[src/rtl/id_ex_pkg.sv]
// Shared encodings and bundle types for the ID/EX issue slot.
// Opcode, function-code and ALU-class constants live here.
package id_ex_pkg;

  localparam logic [2:0] ALU_ADDI   = 3'b000;
  localparam logic [2:0] ALU_SUBI   = 3'b001;
  localparam logic [2:0] ALU_TYPE_R = 3'b010;
  localparam logic [2:0] ALU_ANDI   = 3'b011;
  localparam logic [2:0] ALU_ORI    = 3'b100;
  localparam logic [2:0] ALU_BRFL   = 3'b101;
  localparam logic [2:0] ALU_CMP    = 3'b110;

  localparam logic [5:0] OP_RTYPE = 6'b000000;
  localparam logic [5:0] OP_ADDI  = 6'b001000;
  localparam logic [5:0] OP_SUBI  = 6'b001001;
  localparam logic [5:0] OP_ANDI  = 6'b001100;
  localparam logic [5:0] OP_ORI   = 6'b001101;
  localparam logic [5:0] OP_BRFL  = 6'b010000;
  localparam logic [5:0] OP_CMP   = 6'b010001;

  localparam logic [5:0] F_ADD = 6'b100000;
  localparam logic [5:0] F_SUB = 6'b100010;
  localparam logic [5:0] F_MUL = 6'b000010;
  localparam logic [5:0] F_DIV = 6'b000001;
  localparam logic [5:0] F_AND = 6'b100100;
  localparam logic [5:0] F_OR  = 6'b100101;
  localparam logic [5:0] F_NOR = 6'b100111;

  typedef enum logic {
    IDLE = 1'b0,
    BUSY = 1'b1
  } state_e;

  typedef struct packed {
    logic [2:0]  alu_control;
    logic [5:0]  func;
    logic [31:0] data_a;
    logic [31:0] data_b;
    logic [4:0]  rd;
    logic        reg_write;
  } id_ex_t;

  function automatic logic [31:0] sext16(input logic [15:0] v);
    return {{16{v[15]}}, v};
  endfunction

  function automatic logic [31:0] zext16(input logic [15:0] v);
    return {16'd0, v};
  endfunction

  function automatic logic func_legal(input logic [5:0] f);
    logic ok;
    ok = 1'b0;
    case (f)
      F_ADD, F_SUB, F_MUL, F_DIV,
      F_AND, F_OR, F_NOR: ok = 1'b1;
      default: ok = 1'b0;
    endcase
    return ok;
  endfunction

endpackage

[src/rtl/id_ex_issue_unit_decode.sv]
// Combinational instruction decoder: opcode class, function code,
// operands, destination and illegal / multi-cycle flags.
module id_decode
  import id_ex_pkg::*;
(
  input  logic [31:0] instr_i,
  input  logic [31:0] rs_data_i,
  input  logic [31:0] rt_data_i,
  output logic [2:0]  alu_control_o,
  output logic [5:0]  func_o,
  output logic [31:0] data_a_o,
  output logic [31:0] data_b_o,
  output logic [4:0]  rd_o,
  output logic        reg_write_o,
  output logic        illegal_o,
  output logic        is_mul_o,
  output logic        is_div_o
);

  logic [5:0]  opcode;
  logic [5:0]  fcode;
  logic [15:0] imm;
  logic        wr;
  logic        unused_shamt;

  assign opcode       = instr_i[31:26];
  assign fcode        = instr_i[5:0];
  assign imm          = instr_i[15:0];
  assign unused_shamt = ^instr_i[10:6];

  always_comb begin
    alu_control_o = ALU_ADDI;
    func_o        = '0;
    data_a_o      = rs_data_i;
    data_b_o      = '0;
    rd_o          = '0;
    wr            = 1'b0;
    illegal_o     = 1'b0;
    is_mul_o      = 1'b0;
    is_div_o      = 1'b0;
    unique case (opcode)
      OP_RTYPE: begin
        alu_control_o = ALU_TYPE_R;
        func_o        = fcode;
        data_b_o      = rt_data_i;
        rd_o          = instr_i[15:11];
        wr            = 1'b1;
        illegal_o     = ~func_legal(fcode);
        is_mul_o      = (fcode == F_MUL);
        is_div_o      = (fcode == F_DIV);
      end
      OP_ADDI: begin
        alu_control_o = ALU_ADDI;
        data_b_o      = sext16(imm);
        rd_o          = instr_i[20:16];
        wr            = 1'b1;
      end
      OP_SUBI: begin
        alu_control_o = ALU_SUBI;
        data_b_o      = sext16(imm);
        rd_o          = instr_i[20:16];
        wr            = 1'b1;
      end
      OP_ANDI: begin
        alu_control_o = ALU_ANDI;
        data_b_o      = zext16(imm);
        rd_o          = instr_i[20:16];
        wr            = 1'b1;
      end
      OP_ORI: begin
        alu_control_o = ALU_ORI;
        data_b_o      = zext16(imm);
        rd_o          = instr_i[20:16];
        wr            = 1'b1;
      end
      OP_BRFL: begin
        // b[2:0] carries the flag code for the branch unit
        alu_control_o = ALU_BRFL;
        data_b_o      = zext16(imm);
      end
      OP_CMP: begin
        alu_control_o = ALU_CMP;
        data_b_o      = rt_data_i;
      end
      default: illegal_o = 1'b1;
    endcase
    reg_write_o = wr & (rd_o != 5'd0) & ~illegal_o;
  end

endmodule

[src/rtl/id_ex_issue_unit.sv]
// ID/EX issue slot with multi-cycle MUL/DIV hold and flush bubbles.
// Optional illegal-instruction pulse: define ID_ILLEGAL_TRAP_EN.
module id_ex_issue_unit
  import id_ex_pkg::*;
#(
  parameter int MUL_CYCLES = 4,
  parameter int DIV_CYCLES = 8
) (
  input  logic        clock,
  input  logic        reset,
  input  logic [31:0] id_instr,
  input  logic [31:0] id_rs_data,
  input  logic [31:0] id_rt_data,
  input  logic        id_valid,
  output logic        id_ready,
  input  logic        ex_stall,
  input  logic        flush,
  output logic        ex_valid,
  output logic        ex_busy,
  output logic [2:0]  ex_alu_control,
  output logic [5:0]  ex_func,
  output logic [31:0] ex_data_a,
  output logic [31:0] ex_data_b,
  output logic [4:0]  ex_rd,
  output logic        ex_reg_write,
  output logic        ex_illegal
);

  localparam int MAXC = (MUL_CYCLES > DIV_CYCLES) ?
                        MUL_CYCLES : DIV_CYCLES;
  localparam int CW   = $clog2(MAXC + 1);

  id_ex_t         dec_slot;
  logic           dec_illegal;
  logic           dec_is_mul;
  logic           dec_is_div;
  logic           fire;

  id_ex_t         slot_q, slot_d;
  logic           valid_q, valid_d;
  logic           busy_q, busy_d;
  state_e         state_q, state_d;
  logic [CW-1:0]  cnt_q, cnt_d;

  id_decode u_dec (
    .instr_i       (id_instr),
    .rs_data_i     (id_rs_data),
    .rt_data_i     (id_rt_data),
    .alu_control_o (dec_slot.alu_control),
    .func_o        (dec_slot.func),
    .data_a_o      (dec_slot.data_a),
    .data_b_o      (dec_slot.data_b),
    .rd_o          (dec_slot.rd),
    .reg_write_o   (dec_slot.reg_write),
    .illegal_o     (dec_illegal),
    .is_mul_o      (dec_is_mul),
    .is_div_o      (dec_is_div)
  );

  assign id_ready = (state_q == IDLE) & ~ex_stall;
  assign fire     = id_valid & id_ready;

`ifdef ID_ILLEGAL_TRAP_EN
  logic ill_q, ill_d;
`endif

  always_comb begin
    slot_d  = slot_q;
    valid_d = valid_q;
    busy_d  = busy_q;
    state_d = state_q;
    cnt_d   = cnt_q;
`ifdef ID_ILLEGAL_TRAP_EN
    ill_d   = ill_q;
`endif
    if (flush) begin
      valid_d = 1'b0;
      busy_d  = 1'b0;
      state_d = IDLE;
      cnt_d   = '0;
`ifdef ID_ILLEGAL_TRAP_EN
      ill_d   = 1'b0;
`endif
    end else if (!ex_stall) begin
      if (state_q == BUSY) begin
        valid_d = 1'b1;
`ifdef ID_ILLEGAL_TRAP_EN
        ill_d   = 1'b0;
`endif
        if (cnt_q == CW'(1)) begin
          state_d = IDLE;
          busy_d  = 1'b0;
          cnt_d   = '0;
        end else begin
          cnt_d = cnt_q - CW'(1);
        end
      end else begin
        valid_d = 1'b0;
        busy_d  = 1'b0;
`ifdef ID_ILLEGAL_TRAP_EN
        ill_d   = fire & dec_illegal;
`endif
        if (fire && !dec_illegal) begin
          slot_d  = dec_slot;
          valid_d = 1'b1;
          // count = remaining EX cycles after this one
          if (dec_is_mul && MUL_CYCLES > 1) begin
            state_d = BUSY;
            busy_d  = 1'b1;
            cnt_d   = CW'(MUL_CYCLES - 1);
          end else if (dec_is_div && DIV_CYCLES > 1) begin
            state_d = BUSY;
            busy_d  = 1'b1;
            cnt_d   = CW'(DIV_CYCLES - 1);
          end
        end
      end
    end
  end

  always_ff @(posedge clock or posedge reset) begin
    if (reset) begin
      slot_q  <= '0;
      valid_q <= 1'b0;
      busy_q  <= 1'b0;
      state_q <= IDLE;
      cnt_q   <= '0;
    end else begin
      slot_q  <= slot_d;
      valid_q <= valid_d;
      busy_q  <= busy_d;
      state_q <= state_d;
      cnt_q   <= cnt_d;
    end
  end

`ifdef ID_ILLEGAL_TRAP_EN
  always_ff @(posedge clock or posedge reset) begin
    if (reset) ill_q <= 1'b0;
    else       ill_q <= ill_d;
  end
  assign ex_illegal = ill_q;
`else
  assign ex_illegal = 1'b0;
`endif

  assign ex_valid       = valid_q;
  assign ex_busy        = busy_q;
  assign ex_alu_control = slot_q.alu_control;
  assign ex_func        = slot_q.func;
  assign ex_data_a      = slot_q.data_a;
  assign ex_data_b      = slot_q.data_b;
  assign ex_rd          = slot_q.rd;
  assign ex_reg_write   = slot_q.reg_write;

endmodule

[config.mk]
export PLATFORM = sky130hd
export DESIGN_NAME = id_ex_issue_unit
export DESIGN_NICKNAME = d
export VERILOG_FILES = /design/src/rtl/id_ex_pkg.sv /design/src/rtl/id_ex_issue_unit_decode.sv /design/src/rtl/id_ex_issue_unit.sv
export SDC_FILE = /design/constraint.sdc
export NUM_CORES = 1
export LEC_CHECK = 0
export CORE_ASPECT_RATIO = 0.5
export CORE_MARGIN = 4
export CORE_UTILIZATION = 47
export CTS_BUF_LIST = sky130_fd_sc_hd__clkbuf_8
export DETAILED_ROUTE_END_ITERATION = 10
export GPL_TIMING_DRIVEN = 0
export PLACE_DENSITY = 0.88
export SLEW_MARGIN = 20
export SYNTH_ARGS = -nofsm -noshare
export SYNTH_HDL_FRONTEND = slang
export SYNTH_SLANG_ARGS = --single-unit
[constraint.sdc]
create_clock -name clock -period 6.5 [get_ports clock]
set_input_delay 1.95 -clock clock [delete_from_list [all_inputs] [get_ports clock]]
set_output_delay 1.95 -clock clock [all_outputs]
set_load 0.02 [all_outputs]
==> results.cfg <==
[power_and_ir_drop]
p_per_area_nw_per_um2 = 239.5
p_switching_uw = 477.9
p_leak_nw = 3.071
p_comb_share_pct = 33.7
sw_frac_of_total_pct = 31.58
ir_worst_vdd_mv = 0.1161
clkPwrFrac_pct = 22.1
internal-power_mw = 1.035
p_seq_share_pct = 44.2

[routing]
dr.pass1.iters = 5
wire_per_inst_um = 18.41
ant_nets = 0
drc = 0
dr_total_vias = 3315
post_drt_via_cell_ratio = 5.188
first_iter_violations = 195
wl_um = 11770

[timing]
layout_worst_path_cycle_share_pct = 80.92
setup_viol = 0
max_freq_mhz = 190.1
relSlewSlack_pct = 53.16
fin_ws_ps = 1240
timing.hold.ws_ps = 498.6
finalClockSkew_ps = 10.57
setup_tns_ps = 0
rsz0062_at_grt = no
worst_pin_slew_ps = 698.7
post-route-min-period_ps = 5260
hold_violations = 0
slew_violations = 0

[die]
die_width_um = 142.7
ios = 184
core-area_um2 = 8768
dieHeight_um = 75.35
start_util_pct = 48.63
num_rows = 24
dieArea_um2 = 10750

[setup_path]
worstPathCellList = clkdlybuf4s50_1 > nor2_1 > clkdlybuf4s50_1
slowest_delay_ps = 660
arrival_ps = 3310
crit_slowest_cell = clkdlybuf4s50_1
cp-end-kind = output port
worstSetupStartpointType = primary input
path_class = in2out
critPathMostFrequentCell = clkdlybuf4s50_1
required_ps = 4550
worst-path-max-fanout = 4

[synth]
syn_nets = 437
synth_edf_count = 0
syn-mean-instance-area_um2 = 12.77
synth_cells = 334
synth-seq-area-share_pct = 50.47
synth_ff_type = dfrtp_1
synth_seq_cells = 86
yosys_warnings = 0
async_flop_share_pct = 100.0
ys_types = 51
netlist_area_um2 = 4264

[layout]
nNetsFinal = 621
drive_gt1_share_pct = 16.67
antenna-diode-count = 0
register_area_um2 = 2152
stdcell_area_um2 = 6319
multi_input_area_um2 = 1833
synthToLayoutAreaGrowth_pct = 48.18
fillCellCount = 624

[clock_tree]
postCtsResizedCells = 0
clock-sinks = 86
cts_hold_buf = 0
cts_buffers = 9
cts_tree = done
root_buffer = clkbuf_8
h-tree-depth = 3
cts_buffer_depth = 2
clk-insertion-delay-late_ps = 360
path_clk_slew_ps = 90
cts_setup_buffers = 0

[place]
placed_cell_area_um2 = 6155
place_ws_ps = 1270
hpwl_um = 9039
globalplace.congestion = 0.7956
numPortBuffers = 172

[grt]
grt_max_degree = 50
antenna_found_initial = 0
overflow = 0
grt_pass1_wl_um = 18220
first_global_vias = 3423
gr-usage-all-layers_pct = 21.85

[hold_path]
hold_class = reg2reg

[flow_run]
maxCapViolCount = 0

[outcome]
run_status = completed
-- power groups by stage --
stage,Combinational [mW],Clock [mW],Sequential (mW)
final,0.510,0.334,0.669
after CTS,0.516,0.342,0.670
after detailed placement,0.515,0,0.679
after global routing,0.542,0.366,0.681
after floorplan,0.135,0,0.782
after global placement,0.502,0,0.674
-- synthesized netlist by cell type, types with 2 or more instances --
cell | count | area share, %
or4_4 | 2 | 0.53
o311ai_0 | 3 | 0.62
dfrtp_1 | 86 | 50
o31a_1 | 3 | 0.62
a22o_1 | 16 | 3.3
a22oi_1 | 5 | 0.88
o211ai_1 | 4 | 0.70
mux2_4 | 48 | 17
ha_1 | 2 | 0.59
nor2b_1 | 4 | 0.59
o21ai_0 | 5 | 0.59
nand2_1 | 6 | 0.53
inv_1 | 36 | 3.2
a21oi_1 | 21 | 2.5
buf_6 | 5 | 1.3
buf_4 | 6 | 1.1
buf_2 | 3 | 0.35
nor2_1 | 7 | 0.62
nor3b_1 | 2 | 0.35
clkbuf_1 | 6 | 0.53
and2_1 | 3 | 0.44
nand3_1 | 2 | 0.23
nor3_1 | 3 | 0.35
or4_1 | 2 | 0.35
mux2i_1 | 28 | 6.6
-- critical path, delay by kind of cell --
kind | cells | cell delay (ps)
buffers and inverters | 2 | 1130
AND/OR/NAND/NOR | 1 | 230
-- path summary, 6_finish.rpt --
path	from	endpoint	slack (ps)	cells past startpoint
max	ex_stall	id_ready	1240	3
min	ex_func[4]$_DFFE_PP0P_	ex_func[4]$_DFFE_PP0P_	500	1
max reg2reg	cnt_q[1]$_DFFE_PP0P_	cnt_q[3]$_DFFE_PP0P_	4810	6
min reg2reg	ex_func[4]$_DFFE_PP0P_	ex_func[4]$_DFFE_PP0P_	500	1
max in group asynchronous	reset	cnt_q[3]$_DFFE_PP0P_	3840	3
min in group asynchronous	reset	ex_data_a[1]$_DFFE_PP0P_	2020	2
-- sequential cells by signal, summed over array words and instances, names as in the netlist --
signal	flops
cnt_q	4
ex_alu_control	3
ex_busy	1
ex_data_a	32
ex_data_b	32
ex_func	6
ex_rd	5
ex_reg_write	1
ex_valid	1
state_q	1
-- metrics by stage --
stage / power (mW) / utilization, % / std cells
4_1_cts: 1.528 / 72.06 / 639
6_report: 1.513 / 72.06 / 639
3_3_place_gp: 1.176 / 69.93 / 623
2_1_floorplan: 0.9166 / - / 334
3_5_place_dp: 1.194 / 70.19 / 624
5_1_grt: 1.590 / 72.06 / 639
-- cell usage in the layout, fill, tap and decap left out, drive strengths merged, types with 5 or more instances in the layout --
cell           netlist  layout
clkdlybuf4s50        0     172
dfrtp               86      86
mux2                50      50
inv                 36      38
mux2i               28      28
a21oi               21      21
a22o                16      16
clkbuf               7      16
buf                 14      15
nor2                 7       7
nand2                6       6
o21ai                5       5
a22oi                5       5
o211ai               5       5
nor3                 5       5
-- per-layer routing --
layer | up-vias | part of all wire [%] | track usage, % | routed length, µm
met4 | 0 | 2.2 | 6.533 | 264
met5 | - | 0 | 0 | 0
li1 | 1553 | - | - | -
met1 | 1659 | 41 | 27.05 | 4881
met3 | 22 | 3.3 | 4.326 | 390
met2 | 81 | 53 | 39.81 | 6230
-- layout make-up --
class / count / share of cell area, %
Buffer: 21 / 2.277
Clock buffer: 9 / 1.960
Clock inverter: 6 / 0.6337
Inverter: 36 / 2.178
Multi-Input combinational cell: 191 / 29.01
Sequential cell: 86 / 34.06
Tap cell: 117 / 2.317
Timing Repair Buffer: 173 / 27.56
-- logic make-up after synthesis --
group	share of synthesized area, %
compound gates	11.30
xor+xnor	0.4109
fa+ha+maj	0.5868
buf+inv	6.543
flops	50.47
mux	24.00
other cells	0.08794
simple gates	6.602
(Power assumes the default switching activity.)
